===== src/rtl/falcon_pkg.sv =====
// Shared Falcon keygen definitions: FSM state type, ring degree and the
// small-coefficient range limit derived from the keygen bit-width table.
package falcon_pkg;

  typedef enum logic {
    IDLE,
    RUN
  } state_t;

  // Bit width of f/g coefficients per logn, as used by keygen (logn=9 -> 6 bits, lim 31).
  function automatic int unsigned max_fg_bits(input int unsigned logn);
    case (logn)
      0, 1, 2, 3, 4, 5: return 8;
      6, 7:             return 7;
      8, 9:             return 6;
      default:          return 5;
    endcase
  endfunction

  function automatic int unsigned ring_n(input int unsigned logn);
    return 1 << logn;
  endfunction

  function automatic logic [31:0] coef_lim(input int unsigned logn);
    return (32'd1 << (max_fg_bits(logn) - 1)) - 32'd1;
  endfunction

endpackage


===== src/rtl/poly_small_collect_if.sv =====
// Bundle between the keygen controller / Gaussian sampler / coefficient RAM
// and poly_small_collect. master = environment side, slave = collector side.
interface poly_small_collect_if #(
  parameter int unsigned logn = 9,
  parameter int unsigned CW   = 8
);
  logic                   start;
  logic                   odd_parity;
  logic                   abort;
  logic                   gauss_ena;
  logic                   val_valid;
  logic signed [31:0]     val;
  logic                   coef_we;
  logic [logn-1:0]        coef_addr;
  logic signed [CW-1:0]   coef_data;
  logic                   busy;
  logic                   done;
  logic [31:0]            sq_norm;

  modport master (
    output start, odd_parity, abort, val_valid, val,
    input  gauss_ena, coef_we, coef_addr, coef_data, busy, done, sq_norm
  );

  modport slave (
    input  start, odd_parity, abort, val_valid, val,
    output gauss_ena, coef_we, coef_addr, coef_data, busy, done, sq_norm
  );
endinterface


===== src/rtl/gauss_coef_filter.sv =====
// Combinational accept/discard decision for one sampler value: range check
// against +/-lim plus the final-coefficient parity rule.
module gauss_coef_filter (
  input  logic signed [31:0] val,
  input  logic [31:0]        lim,
  input  logic               is_last,
  input  logic               odd_req,
  input  logic               parity,
  output logic               accept
);
  logic signed [31:0] lim_s;
  logic               in_range;
  logic               parity_ok;

  // Accept only in-range values; on the last slot also enforce the required parity.
  always_comb begin
    lim_s     = signed'(lim);
    in_range  = (val >= -lim_s) && (val <= lim_s);
    parity_ok = !(is_last && odd_req && ((parity ^ val[0]) == 1'b0));
    accept    = in_range && parity_ok;
  end
endmodule


===== src/rtl/poly_small_collect.sv =====
// Collects 2^logn small Gaussian coefficients into the coefficient RAM,
// enforcing range and final parity, and reports the squared norm.
// Optional feature: NORM_ACC_EN enables the saturating sq_norm accumulator.
module poly_small_collect
  import falcon_pkg::*;
#(
  parameter int unsigned logn = 9,
  parameter int unsigned CW   = 8
) (
  input  logic                 clk,
  input  logic                 rst_n,
  poly_small_collect_if.slave  bus
);
  localparam logic [31:0] LIM = coef_lim(logn);

  state_t          state, state_nx;
  logic [logn-1:0] u;
  logic            parity;
  logic            odd_req;
  logic            accept;
  logic            is_last;
  logic            launch;
  logic            take;

  assign is_last = (u == '1);

  gauss_coef_filter u_filter (
    .val     (bus.val),
    .lim     (LIM),
    .is_last (is_last),
    .odd_req (odd_req),
    .parity  (parity),
    .accept  (accept)
  );

  // State register.
  always_ff @(posedge clk or negedge rst_n) begin
    if (!rst_n) state <= IDLE;
    else        state <= state_nx;
  end

  // Next state, launch/accept strobes and status outputs.
  always_comb begin
    state_nx      = state;
    launch        = 1'b0;
    take          = 1'b0;
    bus.busy      = 1'b0;
    bus.gauss_ena = 1'b0;
    case (state)
      IDLE: begin
        if (bus.start) begin
          launch   = 1'b1;
          state_nx = RUN;
        end
      end
      RUN: begin
        bus.busy      = 1'b1;
        bus.gauss_ena = 1'b1;
        if (bus.abort) begin
          state_nx = IDLE;
        end else if (bus.val_valid && accept) begin
          take = 1'b1;
          if (is_last) state_nx = IDLE;
        end
      end
      default: state_nx = IDLE;
    endcase
  end

  // Index, running parity and registered RAM write port.
  always_ff @(posedge clk or negedge rst_n) begin
    if (!rst_n) begin
      u             <= '0;
      parity        <= 1'b0;
      odd_req       <= 1'b0;
      bus.coef_we   <= 1'b0;
      bus.coef_addr <= '0;
      bus.coef_data <= '0;
      bus.done      <= 1'b0;
    end else begin
      bus.coef_we <= 1'b0;
      bus.done    <= 1'b0;
      if (launch) begin
        u       <= '0;
        parity  <= 1'b0;
        odd_req <= bus.odd_parity;
      end
      if (take) begin
        bus.coef_we   <= 1'b1;
        bus.coef_addr <= u;
        bus.coef_data <= bus.val[CW-1:0];
        parity        <= parity ^ bus.val[0];
        bus.done      <= is_last;
        // u holds at N-1 after the final write; only start clears it.
        if (!is_last) u <= u + 1'b1;
      end
    end
  end

`ifdef NORM_ACC_EN
  logic signed [63:0] val_x;
  logic signed [63:0] sq;
  logic [32:0]        sum;
  logic [31:0]        norm_nx;
  logic [31:0]        norm_q;

  // Square of the incoming value added to the running norm, saturating at all-ones.
  always_comb begin
    val_x   = 64'(bus.val);
    sq      = val_x * val_x;
    sum     = {1'b0, norm_q} + {1'b0, sq[31:0]};
    norm_nx = ((sq[63:32] != '0) || sum[32]) ? '1 : sum[31:0];
  end

  // Norm accumulator: cleared on start, updated on accept, held otherwise.
  always_ff @(posedge clk or negedge rst_n) begin
    if (!rst_n)      norm_q <= '0;
    else if (launch) norm_q <= '0;
    else if (take)   norm_q <= norm_nx;
  end

  assign bus.sq_norm = norm_q;
`else
  assign bus.sq_norm = '0;
`endif

endmodule

===== src/flat_wrapper.sv =====
// flat-port wrapper written by rule: the top's interface ports become plain ports
module poly_small_collect_flat import falcon_pkg::*;
#(
  parameter int unsigned logn = 9,
  parameter int unsigned CW   = 8
)
  (clk, rst_n, bus_start, bus_odd_parity, bus_abort, bus_val_valid, bus_val, bus_gauss_ena, bus_coef_we, bus_coef_addr, bus_coef_data, bus_busy, bus_done, bus_sq_norm);
  poly_small_collect_if #(.logn(logn), .CW(CW)) bus_i ();
  input  logic clk;
  input  logic rst_n;
  input wire logic [$bits(bus_i.start)-1:0] bus_start;
  input wire logic [$bits(bus_i.odd_parity)-1:0] bus_odd_parity;
  input wire logic [$bits(bus_i.abort)-1:0] bus_abort;
  input wire logic [$bits(bus_i.val_valid)-1:0] bus_val_valid;
  input wire logic [$bits(bus_i.val)-1:0] bus_val;
  output wire logic [$bits(bus_i.gauss_ena)-1:0] bus_gauss_ena;
  output wire logic [$bits(bus_i.coef_we)-1:0] bus_coef_we;
  output wire logic [$bits(bus_i.coef_addr)-1:0] bus_coef_addr;
  output wire logic [$bits(bus_i.coef_data)-1:0] bus_coef_data;
  output wire logic [$bits(bus_i.busy)-1:0] bus_busy;
  output wire logic [$bits(bus_i.done)-1:0] bus_done;
  output wire logic [$bits(bus_i.sq_norm)-1:0] bus_sq_norm;
  assign bus_i.start = bus_start;
  assign bus_i.odd_parity = bus_odd_parity;
  assign bus_i.abort = bus_abort;
  assign bus_i.val_valid = bus_val_valid;
  assign bus_i.val = bus_val;
  assign bus_gauss_ena = bus_i.gauss_ena;
  assign bus_coef_we = bus_i.coef_we;
  assign bus_coef_addr = bus_i.coef_addr;
  assign bus_coef_data = bus_i.coef_data;
  assign bus_busy = bus_i.busy;
  assign bus_done = bus_i.done;
  assign bus_sq_norm = bus_i.sq_norm;
  poly_small_collect #(.logn(logn), .CW(CW)) u_core (.clk(clk), .rst_n(rst_n), .bus(bus_i));
endmodule

===== config.mk =====
export PLATFORM = sky130hd
export DESIGN_NAME = poly_small_collect_flat
export DESIGN_NICKNAME = d
export VERILOG_FILES = /design/src/rtl/falcon_pkg.sv /design/src/rtl/poly_small_collect_if.sv /design/src/rtl/gauss_coef_filter.sv /design/src/rtl/poly_small_collect.sv /design/src/flat_wrapper.sv
export SDC_FILE = /design/constraint.sdc
export NUM_CORES = 1
export LEC_CHECK = 0
export CAP_MARGIN = 10
export CELL_PAD_IN_SITES_DETAIL_PLACEMENT = 0
export CELL_PAD_IN_SITES_GLOBAL_PLACEMENT = 1
export CORE_MARGIN = 3
export CORE_UTILIZATION = 32
export DETAILED_ROUTE_END_ITERATION = 10
export GPL_ROUTABILITY_DRIVEN = 0
export GPL_TIMING_DRIVEN = 0
export HOLD_SLACK_MARGIN = 0.05
export PLACE_DENSITY = 0.89
export SYNTH_ARGS = -nofsm -noshare
export SYNTH_HDL_FRONTEND = slang
export SYNTH_SLANG_ARGS = --single-unit

===== constraint.sdc =====
create_clock -name clk -period 6.9 [get_ports clk]
set_input_delay 1.38 -clock clk [delete_from_list [all_inputs] [get_ports clk]]
set_output_delay 1.38 -clock clk [all_outputs]
set_load 0.02 [all_outputs]

Yosys cells after proc, flatten, opt, wreduce, memory -nomap -nowiden

Cells that the tools add are included.
Widths: inputs -> output; s select.

Register bits after elaboration: 31
Input bits: 38
Output and inout port bits: 53
Logic and storage cells: 39

Add/sub/neg operators: 1
Magnitude comparators: 2
Equal/unequal tests: 1
Mux-type cells: 17
Bitwise logic cells: 3
Reductions and logical operators: 7

Operators by type and width:

| kind                | count |
|---|---|
| $ge 32x6->1 const B | 1 |
| $le 32x6->1 const B | 1 |
| $mux 9              | 3 |
| $mux 1              | 13 |
| $add 9x1->9 const B | 1 |
| $eq 9x9->1 const B  | 1 |
| $logic_and 1x1->1   | 5 |
| $not 1->1           | 2 |
| $pmux 1 s2          | 1 |
| $reduce_bool 2->1   | 1 |
| $logic_not 1->1     | 1 |
| $xor 1x1->1         | 1 |

Logic depth before layout (Yosys ltp)

Gate-level depths: netlist (run 1).

Word-level depth: 10
Mapped depth: 9

Hierarchy

From an unflattened synthesis (run 1), not the netlist that was laid out.

Cell total of the unflattened synthesis: 446
Area total of the unflattened synthesis: 3703.6 um^2

Modules (own cells, without submodules):

| module             | instances | cells each | area an instance (um^2) | sequential area each (um^2) |
|---|---|---|---|---|
| gauss_coef_filter  | 1         | 279        | 2064.5                  | 0.0 |
| poly_small_collect | 1         | 167        | 1639.1                  | 775.7 |

Worst setup path after synthesis (run 1)

Ideal clock, no wire load.

Path type: input port to flip-flop
Start point: input bus_val[23]
End point: register u_core.bus.coef_addr[0]
Library setup time: 125 ps
Arrival: 2671 ps
Data required time: 6775 ps
Slack: 4104 ps
Cell stages on the path: 6
Path buffers: 1
Path through: and4_1 > and3_1 > and3_4 > o211ai_4 > buf_6 > mux2_4

Cells in the longest elaborated chain, start to end: 7

RTL lines:

| element                                    | line                        | text |
|---|---|---|
| from (decl)                                | flat_wrapper.sv:15          | `input wire logic [$bits(bus_i.val)-1:0] bus_val;` |
| $ge 32x6->1 or $le 32x6->1 (tied branches) | gauss_coef_filter.sv:18     | `in_range = (val >= -lim_s) && (val <= lim_s);` |
| $logic_and 1x1->1 (*)                      | gauss_coef_filter.sv:18     |  |
| $logic_and 1x1->1 (*)                      | gauss_coef_filter.sv:20     | `accept = in_range && parity_ok;` |
| $logic_and 1x1->1 (*)                      | poly_small_collect.sv:61    | `end else if (bus.val_valid && accept) begin` |
| $mux 1 (*)                                 | poly_small_collect.sv:61    |  |
| $mux 1 (*)                                 | poly_small_collect.sv:59    | `if (bus.abort) begin` |
| $mux 1 (*)                                 | poly_small_collect.sv:49    | `case (state)` |
| to (signal assigned)                       | poly_small_collect.sv:90    | `bus.coef_addr <= u;` |
| to (decl)                                  | poly_small_collect_if.sv:27 | `output gauss_ena, coef_we, coef_addr, coef_data, busy, done, sq_norm` |

Mark *: on every way between the ends. The rest lies on a longest branch, timed or not.
A chain may end at the register's enable or synchronous reset.

Worst setup path after layout (run 1)

Start point: input bus_val[24]
End point: register u_core.bus.coef_addr[5]

Same word-level chain as after synthesis.

==> results of run 1 <==
-- cell usage after synthesis (all sizes together) --
| cell type | number | area [um2] |
|---|---|---|
| inv | 4 | 15.0 |
| o31ai | 2 | 15.0 |
| o2111ai | 1 | 8.76 |
| nand3 | 2 | 10.0 |
| o21ai | 3 | 15.0 |
| dfrtp | 31 | 776 |
| nor3 | 3 | 15.0 |
| and3 | 8 | 55.1 |
| nand4 | 5 | 31.3 |
| nand2b | 2 | 12.5 |
| nor4 | 7 | 50.1 |
| and2b | 1 | 7.51 |
| and2 | 4 | 25.0 |
| o221ai | 2 | 17.5 |
| and4 | 5 | 43.8 |
| o21a | 2 | 15.0 |
| o2bb2ai | 1 | 8.76 |
| nor2 | 6 | 25.0 |
| a31oi | 1 | 21.3 |
| buf | 36 | 269 |
| nor2b | 2 | 12.5 |
| ha | 2 | 25.0 |
| nand4b | 1 | 8.76 |
| a21o | 3 | 22.5 |
| xor2 | 1 | 8.76 |
| o211ai | 6 | 58.8 |
| o211a | 1 | 10.0 |
| mux2i | 5 | 50.1 |
| a21oi | 2 | 10.0 |
| xnor2 | 1 | 8.76 |
| clkbuf | 1 | 3.75 |
| conb | 1 | 3.75 |
| mux2 | 14 | 180 |
| nand2 | 11 | 41.3 |
-- metal layers --
layer | global-route usage [%] | share of wire [%] | vias up | wire length, um
met2 | 24.2 | 50 | 62 | 2200
met3 | 3.69 | 7.5 | 6 | 329
met4 | 4.74 | 1.3 | 0 | 56
met1 | 15.7 | 41 | 719 | 1780
met5 | 0 | 0 | - | 0
li1 | - | - | 776 | -
-- cells by family (layout without fill, tap and decap cells) --
group                    Yosys count  in the layout  share of synthesized area (%)
AO/OA/AOI/OAI                     24             24                           10.8
XOR/XNOR                           2              2                          0.932
adder cells (fa/ha/maj)            2              2                           1.33
buffers and inverters             41            108                           15.3
flip-flops                        31             31                           41.3
multiplexers                      19             19                           12.2
other                              1             32                          0.199
AND/OR/NAND/NOR                   57             57                           18.0
-- power by group through the flow --
stage	clock network (mW)	registers, mW	logic [mW]
floorplan	0	0.190	0.0411
global placement	0	0.190	0.0754
detailed placement	0	0.190	0.0778
CTS	0.137	0.186	0.0779
global route	0.145	0.187	0.0851
finish	0.133	0.186	0.0783
-- sequential cells by signal, indices dropped and copies added, names as in the netlist --
| register | count |
|---|---|
| u_core.bus.coef_addr | 9 |
| u_core.parity | 1 |
| u_core.bus.coef_data | 8 |
| u_core.state | 1 |
| u_core.odd_req | 1 |
| u_core.bus.coef_we | 1 |
| u_core.u | 9 |
| u_core.bus.done | 1 |
-- worst register-to-register path: cells and delay by family, from the launching register on --
| family | cells | cell delay [ps] |
|---|---|---|
| adders and majority gates | 2 | 540 |
| DFF | 1 | 430 |
| AOI/OAI and AO/OA | 1 | 90 |
| muxes | 1 | 170 |
| and+or+nand+nor | 4 | 1370 |
-- cell type report --
class	instances	area (um2)
timing repair buffer	59	608
inverter	4	15.0
clock inverter	1	5.00
clock buffer	7	76.3
fill	559	2830
tap	72	90.1
buffer	37	273
sequential	31	776
multi-input combinational	136	933
-- worst max path at each step --
| stage | from | endpoint | slack [ps] | cells past startpoint |
|---|---|---|---|---|
| after detailed placement | bus_val[11] | u_core.bus.coef_addr[5]$_DFFE_PN0P_ | 3460 | 7 |
| after global placement | bus_val[24] | u_core.bus.coef_addr[1]$_DFFE_PN0P_ | 3500 | 7 |
| after CTS | bus_val[11] | u_core.bus.coef_addr[5]$_DFFE_PN0P_ | 3740 | 7 |
| final | bus_val[24] | u_core.bus.coef_addr[5]$_DFFE_PN0P_ | 3770 | 7 |
| after floorplan | bus_val[23] | u_core.bus.coef_addr[0]$_DFFE_PN0P_ | 4100 | 6 |
| after global routing | bus_val[10] | u_core.bus.coef_addr[1]$_DFFE_PN0P_ | 3610 | 7 |
-- through the flow --
| step | instances | util [%] |
|---|---|---|
| after floorplan | 208 | - |
| after global placement | 338 | 47.6 |
| after detailed placement | 339 | 48.1 |
| after CTS | 347 | 49.5 |
| after global routing | 347 | 49.5 |
| final | 347 | 49.5 |
==> impl_metrics.yaml, run 1 <==
critical_path:
  critPathMaxFanout: 10
  required_ps: 7060
  r2r-end: "u_core.u[0]$_DFF_PN0_"
  cp-end-kind: "flop"
  cpPeakStageDelay_ps: 430
  r2r_start: "u_core.u[0]$_DFF_PN0_"
  path_delay_family: "buffers and inverters"
  r2r_cells: 8
  arrival_ps: 3290
  cp_common_cell: "and3_1"
  path_buf_inv: 2
  crit_slowest_cell: "clkdlybuf4s50_1"
  start_kind: "primary input"
  r2r_slack_ps: 4180
  crit_chain: "clkdlybuf4s50_1, and3_1, and3_1, and3_4, o211ai_4, buf_6, mux2_4"
  path_class: "primary input to flop"
detailed_routing:
  vias: 1563
  final_antenna_net_count: 0
  drc_errors: 0
  avgViaCountPerCell: 4.50
  finalWirelength_mm: 4.37
  drt_iter0_markers: 50
  first_pass_iters: 4
  routedWlPerCell_um: 12.6
final_layout:
  fin_area_um2: 2780
  nets: 314
  antenna_cells: 0
  layout_common_cells: "clkdlybuf4s50_1 (58), buf_4 (33), conb_1 (32), dfrtp_1 (31), nand2_1 (11)"
  drive_above_1_share_pct: 22.5
  area_growth_pct: 47.6
  final_common_cell: "clkdlybuf4s50_1"
placed_design:
  portBuffers: 58
  placed_area_um2: 2700
  place_ws_ps: 3460
  place_hpwl_mm: 3.65
grt:
  grt_pass1_wl_mm: 7.11
  grt_usage_pct: 13.7
  grt_max_degree: 21
  globalRouteOverflowTotal: 0
  grt_pass1_vias: 1625
  antenna_found_initial: 0
yosys:
  seq_area_frac_synth_pct: 41.3
  yosysWarnings: 0
  synthesis.area_um2: 1880
  netlist_instances: 177
  syn_avg_cell_area_um2: 10.6
  yosys_register_bits: 31
  synth_cell_types: 41
worst_hold_path:
  hp-start: "u_core.bus.coef_data[7]$_DFFE_PN0P_"
  hold_path_class: "flop to flop"
  hold_depth: 1
  hold_end: "u_core.bus.coef_data[7]$_DFFE_PN0P_"
cts:
  cts_resized: 0
  clk_latency_ps: 280
  ctsLongestPathBuffers: 2
  root_buffer: "clkbuf_8"
  cts_buffers: 5
  htree_levels: 2
  clkTransAtPathRegs_ps: 60
  cts_setup_buffers: 0
  tritoncts: "built"
  hold_buffers: 0
  clock-sinks: 31
timing:
  finalCritPeriodShare_pct: 45.4
  setup_tns_ps: 0
  maxSlewHeadroom_pct: 48.5
  layout_setup_ws_ps: 3770
  period_needed_ps: 3140
  holdWs_ps: 484
  max_freq_ghz: 0.319
  final_max_slew_viol_count: 0
  rsz0062_at_grt: "false"
  hold_viol_final: 0
  setup_viol: 0
  tightestPinTransition_ps: 766
  finClkSkew_ps: 5.35
run_status:
  status: "finished clean"
pwr:
  power.total_mw: 0.397
  p_leak_nw: 1.41
  clock_power_share_pct: 33.4
  p_sw_share_pct: 25.9
  p_int_mw: 0.295
  ir_worst_vdd_mv: 0.0730
  power_switching_mw: 0.103
  share_seq_of_total_power_pct: 46.9
  powerDensity_nw_per_um2: 143
  combPwrFrac_pct: 19.7
floorplanning:
  dieWidth_um: 82.7
  fp-row-count: 27
  ios: 91
  dieArea_um2: 6830
  start_util_pct: 33.5
  die-height_um: 82.7
  core_area_um2: 5610
run:
  drv_cap: 0
No activity file was read; power rests on OpenSTA's default activity.
==> run 2: changes to the inputs <==
CORE_UTILIZATION = 30   (was 32)
PLACE_DENSITY = 0.84   (was 0.89)
clock period = 3.07 ns   (was 6.9 ns; I/O delays follow)
==> run 2 against run 1 <==
Effect of this change: first-iteration DRC count is 20% higher; clock-buffer cell count is 1 lower; sequential share of layout area is 0.40 points lower; utilization is 2.5 points lower; global-route usage is 1.0 points lower; design area is 1.4% higher; register-to-register slack worse by 3800 ps; flip-flop and latch count stayed put; die area is 6.2% higher; clock skew is 5.4 ps higher; total power grew to 2.5 times the previous value; critical endpoint is now u_core.u[4]$_DFF_PN0_; largest power group unchanged.
==> impl_metrics.yaml, run 2 (synthesized netlist as in run 1, its figures left out) <==
detailed_routing:
  drc_errors: 0
  first_pass_iters: 6
  vias: 1565
  final_antenna_net_count: 0
  finalWirelength_mm: 4.32
  avgViaCountPerCell: 4.47
  drt_iter0_markers: 60
  routedWlPerCell_um: 12.3
floorplanning:
  dieWidth_um: 85.2
  start_util_pct: 31.4
  dieArea_um2: 7250
  fp-row-count: 28
  core_area_um2: 5990
  die-height_um: 85.2
  ios: 91
grt:
  grt_usage_pct: 12.6
  antenna_found_initial: 0
  globalRouteOverflowTotal: 0
  grt_max_degree: 21
  grtUsageMet1_pct: 14.6
  grt_pass1_vias: 1650
  grt_pass1_wl_mm: 7.36
  globalRouteMet2Util_pct: 21.5
  grt_use_met3_pct: 4.66
  busiest_layer: "met2"
critical_path:
  path_delay_family: "simple AND/OR/NAND/NOR gates"
  crit_slowest_cell: "nor3_1"
  crit_chain: "ha_1, and3_1, and3_1, ha_1, nor3_1, and4_1, a21oi_1, mux2i_1"
  required_ps: 3230
  critPathMaxFanout: 7
  cp-end-kind: "flop"
  cpPeakStageDelay_ps: 680
  path_class: "flop to flop"
  arrival_ps: 2870
  start_kind: "flop"
  path_buf_inv: 0
final_layout:
  biggestRegsByFlops: "u_core.bus.coef_addr x9, u_core.u x9, u_core.bus.coef_data x8"
  area_growth_pct: 49.8
  nets: 314
  antenna_cells: 0
  stdcell_count: 350
  drive_above_1_share_pct: 23.3
  layout_common_cells: "clkdlybuf4s50_1 (58), buf_4 (33), conb_1 (32), dfrtp_1 (31), nand2_1 (11)"
  final_common_cell: "clkdlybuf4s50_1"
placed_design:
  place_hpwl_mm: 3.57
  portBuffers: 58
  place_ws_ps: 410
  dp.cells: 342
run_status:
  status: "finished clean"
cts:
  hold_buffers: 0
  cts_setup_buffers: 0
  clock-sinks: 31
  cts_resized: 0
  tritoncts: "built"
  clk_latency_ps: 280
  ctsLongestPathBuffers: 2
  cts_buffers: 5
  clkTransAtPathRegs_ps: 70
  htree_levels: 2
  root_buffer: "clkbuf_8"
timing:
  finClkSkew_ps: 10.7
  tightestPinTransition_ps: 769
  layout_setup_ws_ps: 359
  hold_viol_final: 0
  final_max_slew_viol_count: 0
  period_needed_ps: 2710
  maxSlewHeadroom_pct: 48.4
  setup_tns_ps: 0
  holdWs_ps: 477
  max_freq_ghz: 0.369
  finalCritPeriodShare_pct: 88.3
  setup_viol: 0
  rsz0062_at_grt: "false"
pwr:
  ir_worst_vdd_mv: 0.292
  p_leak_nw: 1.43
  powerDensity_nw_per_um2: 359
  power.total_mw: 1.01
run:
  drv_cap: 0
worst_hold_path:
  hold_path_class: "flop to flop"
-- run 2: changes by cell type in the layout (fill, tap and decap cells not counted), sizes merged --
cell    delta
bufinv     +1
clkbuf     -1
-- run 2: layout make-up --
| type | instances | area [um2] |
|---|---|---|
| fillers | 570 | 3170 |
| multi-input cells | 136 | 933 |
| flip-flops and latches | 31 | 776 |
| repair buffers | 59 | 608 |
| plain buffers | 37 | 273 |
| well taps | 75 | 93.8 |
| clock buffers | 6 | 82.6 |
| clock inverters | 2 | 35.0 |
| inverters | 4 | 15.0 |
-- run 2: stage by stage --
step / utilization, % / instance area [um2]
2_1_floorplan: - / 2000
3_3_place_gp: 44.6 / 2670
3_5_place_dp: 45.1 / 2700
4_1_cts: 47.0 / 2820
5_1_grt: 47.0 / 2820
6_report: 47.0 / 2820
-- run 2: power by group --
part | switching [mW] | internal, mW
logic | 0.0859 | 0.0903
clock network | 0.155 | 0.262
registers | 0.00553 | 0.413
-- run 2: final timing paths --
kind,start,to,slack [ps],cells after the start
setup / recovery,u_core.u[0]$_DFF_PN0_,u_core.u[4]$_DFF_PN0_,360,8
hold reg to reg,u_core.bus.coef_data[7]$_DFFE_PN0P_,u_core.bus.coef_data[7]$_DFFE_PN0P_,480,1
setup reg to reg,u_core.u[0]$_DFF_PN0_,u_core.u[4]$_DFF_PN0_,360,8
hold / removal,u_core.bus.coef_data[7]$_DFFE_PN0P_,u_core.bus.coef_data[7]$_DFFE_PN0P_,480,1
min in group asynchronous,rst_n,u_core.u[8]$_DFF_PN0_,730,1
max in group asynchronous,rst_n,u_core.bus.done$_DFF_PN0_,1810,2
-- run 2: per-layer routing --
| metal | vias up | share of wire (%) |
|---|---|---|
| li1 | 770 | - |
| met1 | 719 | 40 |
| met2 | 72 | 49 |
| met3 | 4 | 9.6 |
| met4 | 0 | 1.0 |
| met5 | - | 0 |
==> run 3: changes to the inputs <==
SETUP_SLACK_MARGIN = 0.02   (was unset)
==> results of run 3 <==
Same layout as run 2: the final DEF is identical, and so are final timing and power.
